--- src/rtl/bcd_alu_serial.sv ---
// bcd_alu_serial
//   Multi-cycle binary/BCD add-subtract unit for the 65C816 datapath
//   (ADC/SBC at 8- or 16-bit width). Processes DPC nibbles per clock
//   through a registered carry, using a START/BUSY/DONE handshake.
//   The result and the flags are held until the next DONE.
//
// Parameters
//   DIGITS  operand width in nibbles (even, >= 4); W = 4*DIGITS
//   DPC     nibbles processed per clock (1 or 2)
//
// Ports
//   CLK    in   clock, rising edge
//   RST    in   asynchronous active-high reset
//   START  in   begin an operation (sampled only while BUSY=0)
//   A, B   in   operands (W bits)
//   CI     in   carry in (subtract: 1 = no borrow)
//   ADD    in   1 = A+B+CI, 0 = A-B-!CI
//   BCD    in   1 = decimal per-nibble correction
//   W16    in   0 = low two digits only, 1 = all DIGITS
//   BUSY   out  operation in progress
//   DONE   out  one-cycle pulse when S and the flags update
//   S      out  result (narrow op passes A[W-1:8] through)
//   CO     out  carry out of the top active nibble
//   VO     out  signed overflow from the uncorrected top nibble
//   ZO     out  active result bits all zero
//   NO     out  MSB of the active result
module bcd_alu_serial #(
  parameter int unsigned DIGITS = 4,
  parameter int unsigned DPC    = 1
) (
  input  logic                  CLK,
  input  logic                  RST,
  input  logic                  START,
  input  logic [4*DIGITS-1:0]   A,
  input  logic [4*DIGITS-1:0]   B,
  input  logic                  CI,
  input  logic                  ADD,
  input  logic                  BCD,
  input  logic                  W16,
  output logic                  BUSY,
  output logic                  DONE,
  output logic [4*DIGITS-1:0]   S,
  output logic                  CO,
  output logic                  VO,
  output logic                  ZO,
  output logic                  NO
);

  localparam int unsigned W  = 4 * DIGITS;
  localparam int unsigned IW = $clog2(DIGITS + 1);

  typedef enum logic {IDLE, RUN} state_t;

  state_t          state;
  logic [W-1:0]    a_r, b_r, res_r;
  logic            c_r, add_r, bcd_r, w16_r;
  logic [IW-1:0]   idx;

  logic [IW-1:0]   n_act, idx_next;
  logic            last;
  logic [W-1:0]    res_next, res_fin;
  logic            carry_next;
  logic [3:0]      rtop;
  logic            atop, btop;
  logic            zero_fin, neg_fin;

  assign n_act    = w16_r ? IW'(DIGITS) : IW'(2);
  assign idx_next = idx + IW'(DPC);
  assign last     = (idx_next == n_act);

  // Digit slice for this clock; the last iteration leaves the operand and
  // raw-sum nibbles of the highest digit handled, which on the final clock
  // is the top active digit used for overflow.
  always_comb begin
    logic        c;
    logic [3:0]  an, bn, dig;
    logic [4:0]  t;
    int unsigned pos;

    c        = c_r;
    an       = '0;
    bn       = '0;
    dig      = '0;
    t        = '0;
    pos      = 0;
    res_next = res_r;
    rtop     = '0;
    atop     = 1'b0;
    btop     = 1'b0;

    for (int unsigned j = 0; j < DPC; j++) begin
      pos = 32'(idx) + j;
      an  = a_r[4*pos +: 4];
      bn  = add_r ? b_r[4*pos +: 4] : ~b_r[4*pos +: 4];
      t   = {1'b0, an} + {1'b0, bn} + {4'b0000, c};
      if (!bcd_r) begin
        dig = t[3:0];
        c   = t[4];
      end else if (add_r) begin
        if (t > 5'd9) begin
          dig = t[3:0] + 4'd6;
          c   = 1'b1;
        end else begin
          dig = t[3:0];
          c   = 1'b0;
        end
      end else begin
        if (!t[4]) begin
          dig = t[3:0] - 4'd6;
          c   = 1'b0;
        end else begin
          dig = t[3:0];
          c   = 1'b1;
        end
      end
      res_next[4*pos +: 4] = dig;
      rtop = t[3:0];
      atop = an[3];
      btop = bn[3];
    end
    carry_next = c;
  end

  // Narrow ops keep the upper byte of A (B-accumulator preservation).
  assign res_fin  = w16_r ? res_next : {a_r[W-1:8], res_next[7:0]};
  assign zero_fin = w16_r ? (res_next == '0) : (res_next[7:0] == 8'h00);
  assign neg_fin  = w16_r ? res_next[W-1] : res_next[7];

  always_ff @(posedge CLK or posedge RST) begin
    if (RST) begin
      state <= IDLE;
      a_r   <= '0;
      b_r   <= '0;
      res_r <= '0;
      c_r   <= 1'b0;
      add_r <= 1'b0;
      bcd_r <= 1'b0;
      w16_r <= 1'b0;
      idx   <= '0;
      BUSY  <= 1'b0;
      DONE  <= 1'b0;
      S     <= '0;
      CO    <= 1'b0;
      VO    <= 1'b0;
      ZO    <= 1'b0;
      NO    <= 1'b0;
    end else begin
      DONE <= 1'b0;
      case (state)
        IDLE: begin
          if (START) begin
            a_r   <= A;
            b_r   <= B;
            c_r   <= CI;
            add_r <= ADD;
            bcd_r <= BCD;
            w16_r <= W16;
            res_r <= '0;
            idx   <= '0;
            BUSY  <= 1'b1;
            state <= RUN;
          end
        end
        RUN: begin
          res_r <= res_next;
          c_r   <= carry_next;
          idx   <= idx_next;
          if (last) begin
            S     <= res_fin;
            CO    <= carry_next;
            VO    <= (atop == btop) && (rtop[3] != atop);
            ZO    <= zero_fin;
            NO    <= neg_fin;
            DONE  <= 1'b1;
            BUSY  <= 1'b0;
            idx   <= '0;
            state <= IDLE;
          end
        end
        default: state <= IDLE;
      endcase
    end
  end

endmodule
--- config.mk ---
export PLATFORM = sky130hd
export DESIGN_NAME = bcd_alu_serial
export DESIGN_NICKNAME = d
export VERILOG_FILES = /design/src/rtl/bcd_alu_serial.sv
export SDC_FILE = /design/constraint.sdc
export NUM_CORES = 1
export LEC_CHECK = 0
export ABC_AREA = 1
export BUFFER_PORTS_ARGS = -buffer_cell sky130_fd_sc_hd__buf_2
export CORE_AREA = 2 2 97 99
export DETAILED_ROUTE_END_ITERATION = 10
export DIE_AREA = 0 0 99 101
export PLACE_DENSITY_LB_ADDON = 0.3
export SLEW_MARGIN = 20
export SYNTH_ARGS = -nofsm -noshare
export SYNTH_HDL_FRONTEND = slang
export SYNTH_SLANG_ARGS = --single-unit
--- constraint.sdc ---
create_clock -name CLK -period 4.95 [get_ports CLK]
set_clock_uncertainty 0.05 [all_clocks]
set_input_delay 0.2475 -clock CLK [delete_from_list [all_inputs] [get_ports CLK]]
set_output_delay 0.2475 -clock CLK [all_outputs]
set_load 0.05 [all_outputs]
==> run_results.csv <==
group,metric,value,unit
status,run_status,"complete, no violations",
sta,timing_max_transition_violations_final,0,
global_route,grt_pass1_wl,15670,um
routing,drc_markers,0,
floorplan,floorplan.initialDensity,44.06,%
global_route,antenna_found_initial,0,
yosys,ys_top_cells_by_area,"sky130_fd_sc_hd__dfrtp_1 49%, sky130_fd_sc_hd__nand2_1 15%, sky130_fd_sc_hd__o21ai_0 6.5%",
layout,leading_cell_type_in_the_layout_fill_and_taps_excluded,"sky130_fd_sc_hd__nand2_1",
sta,final.min_clock_period,3.914,ns
layout,nFillCells,879,
cts,clkLatencyLatePin,0.36,ns
placement,place.gp.congestion,0.8721,
cts,clk_pin_slew_worst_paths,0.08,ns
sta,period_share,79.07,%
cts,clock-root-buffer,"sky130_fd_sc_hd__clkbuf_8",
cts,cts.repair.resized,0,
cts,clock_tree_from_tritoncts,"yes",
worst_setup_path,crit_required,5.20,ns
routing,detail_route.wirelength,9251,um
sta,grt_setup_unrepaired,"false",
yosys,distinct_cells_synth,35,
global_route,pin_count_of_the_biggest_net_entering_global_routing,79,
worst_setup_path,cp-start-kind,"register",
floorplan,die_h,101,um
sta,setup-violations-final,0,
sta,max_clk_rate,255.5,MHz
sta,finalSetupTns,0,ns
floorplan,num_io_pins,61,
yosys,synth_seq_area_share,49.35,%
cts,post-cts-setup-buffer-count,0,
floorplan,die_x,99,um
worst_setup_path,crit_slowest_cell,"sky130_fd_sc_hd__dfrtp_1",
layout,area.growth.synth_to_final,16.23,%
layout,finish.net_count,605,
worst_setup_path,crit_arrival,4.17,ns
routing,vias_per_cell,5.027,
global_route,grt_pass1_vias,3280,
layout,commonest_non_fill_non_tap_cells_in_the_layout,"163 x sky130_fd_sc_hd__nand2_1, 78 x sky130_fd_sc_hd__dfrtp_1, 60 x sky130_fd_sc_hd__buf_2, 51 x sky130_fd_sc_hd__inv_1, 51 x sky130_fd_sc_hd__o21ai_0",
floorplan,floorplan.rows,35,
yosys,synthDominantCellAreaShare,49.35,%
yosys,yosysWarningCount,0,
layout,final_layout_size_suffix_gt1_share,18.54,%
flow_run,max_cap_violations,0,
layout,antennaDiodeCount,0,
sta,tightestPinTransition,0.9605,ns
global_route,gr-usage-all-layers,19.73,%
sta,slew-limit-headroom,35.82,%
yosys,syn_area,0.003955,sq mm
worst_setup_path,critical_path.top_delay_family,"simple AND/OR/NAND/NOR gates",
routing,via_count_of_the_routed_design,3378,
global_route,grt_remaining_overflow,0,
sta,finalHoldViolations,0,
worst_setup_path,critical_path_buf_inv_count,5,
routing,drt_first_iter_violations,101,
cts,holdBufCountCts,0,
routing,postRouteAntennaNets,0,
floorplan,die_area,0.009999,sq mm
worst_setup_path,path_class,"register to register",
placement,detailed_placer_s_ending_hpwl,6816,um
placement,io_buffers,60,
cts,numCtsBuffers,9,
floorplan,coreArea,0.008977,sq mm
yosys,syn_nets,546,
worst_setup_path,worstPathCellList,"inv_1 -> nor2_1 -> o21ai_0 -> o22ai_1 -> xor2_1 -> fa_1 -> inv_1 -> fa_1 -> inv_1 -> nand2_1 -> nand2_2 -> inv_1 -> ha_1 -> inv_1 -> nand3_1 -> nand3_1 -> o21ai_0 -> nand3_1 -> nand3_1 -> a21oi_1 -> nand3_1 -> nor2_1 -> nand2_1 -> nand2_1",
worst_setup_path,timing.critical_path.fanout_max,7,
yosys,synthesis.area_per_instance,7.958,sq um
worst_setup_path,end_kind,"register",
yosys,syn_inst,497,
worst_setup_path,critPathMaxStageDelay,0.47,ns
worst_hold_path,timing.hold.worst.class,"input port to register",
yosys,yosys_register_bits,78,
yosys,synth_top_cell_by_area,"sky130_fd_sc_hd__dfrtp_1",
routing,wl_per_cell,13.77,um
cts,cts.sink_count,78,
routing,drt_pre_antenna_iters,4,
cts,ctsLongestPathBuffers,2,
cts,htree_num_levels,3,
## metrics by stage
stage,util [%],area (sq um),setup WS (ns),instances,hold WS [ns]
floorplan,-,3955,1.174,497,0.3141
global placement,48.56,4359,1.245,654,0.3994
detailed placement,48.56,4359,1.074,654,0.4022
CTS,50.87,4567,1.054,670,0.03131
global route,51.21,4597,0.5605,672,0.03054
finish,51.21,4597,1.036,672,0.03677
## flip-flops by register name (all words and copies together), names as in the netlist
name,count
BUSY,1
CO,1
DONE,1
NO,1
S,16
VO,1
ZO,1
a_r,16
add_r,1
b_r,16
bcd_r,1
c_r,1
idx,3
res_r,16
state,1
w16_r,1
## final timing paths
check | from | endpoint | slack, ns | depth (start not counted)
max in group asynchronous | RST | a_r[13]$_DFFE_PP0P_ | 3.79 | 5
min in group asynchronous | RST | S[2]$_DFFE_PP0P_ | 0.49 | 4
max reg2reg | idx[1]$_DFFE_PP0P_ | ZO$_DFFE_PP0P_ | 1.04 | 24
max | idx[1]$_DFFE_PP0P_ | ZO$_DFFE_PP0P_ | 1.04 | 24
min reg2reg | a_r[6]$_DFFE_PP0P_ | a_r[6]$_DFFE_PP0P_ | 0.42 | 2
min | B[3] | b_r[3]$_DFFE_PP0P_ | 0.04 | 3
## Yosys cell counts (all sizes together)
cell type  number
ha              8
o211ai          5
nor2           29
o31ai           1
nor4            2
clkbuf         15
or2             1
o32ai           2
a32o            1
nand3          25
o221ai          3
clkinv          1
a21boi          1
a22oi           1
dfrtp          78
nand4           1
o22ai          14
fa              2
xnor2           1
inv            61
buf             2
o21ai          58
xor2            5
nand2         167
a22o            2
o21bai          1
a21oi          10
## routing by layer
layer  up-vias  track usage [%]  routed length [um]
li1       1724                -                   -
met1      1558            26.77                4357
met2        80            31.86                4297
met3        16            3.883                 420
met4         0            6.639                 176
met5         -                0                   0
## worst register-to-register path: cells and delay by family, from the launching register on
family                   cells  cell delay, ns
flip-flops                   1            0.47
buffers and inverters        5            0.42
adder cells (fa/ha/maj)      3            0.90
XOR/XNOR                     1            0.20
AND/OR/NAND/NOR             11            1.20
AO/OA/AOI/OAI                4            0.64
## kinds of logic after synthesis
kind of cell	Yosys count	share of synthesized area (%)
adder cells (fa/ha/maj)	10	3.543
flip-flops	78	49.35
buffers and inverters	79	7.560
AO/OA/AOI/OAI	99	14.43
XOR/XNOR	6	1.329
AND/OR/NAND/NOR	225	23.79
## layout make-up
cell class / count / area, sq um / share of cell area, %
tap: 111 / 138.9 / 3.021
clock inverter: 6 / 70.07 / 1.524
clock buffer: 10 / 137.6 / 2.994
multi-input combinational: 340 / 1712 / 37.23
inverter: 62 / 234.0 / 5.090
sequential: 78 / 1952 / 42.46
timing repair buffer: 65 / 352.8 / 7.676
Power is not shown: default switching activity piles up to over one toggle a cycle in this logic, so the estimate is an artifact.
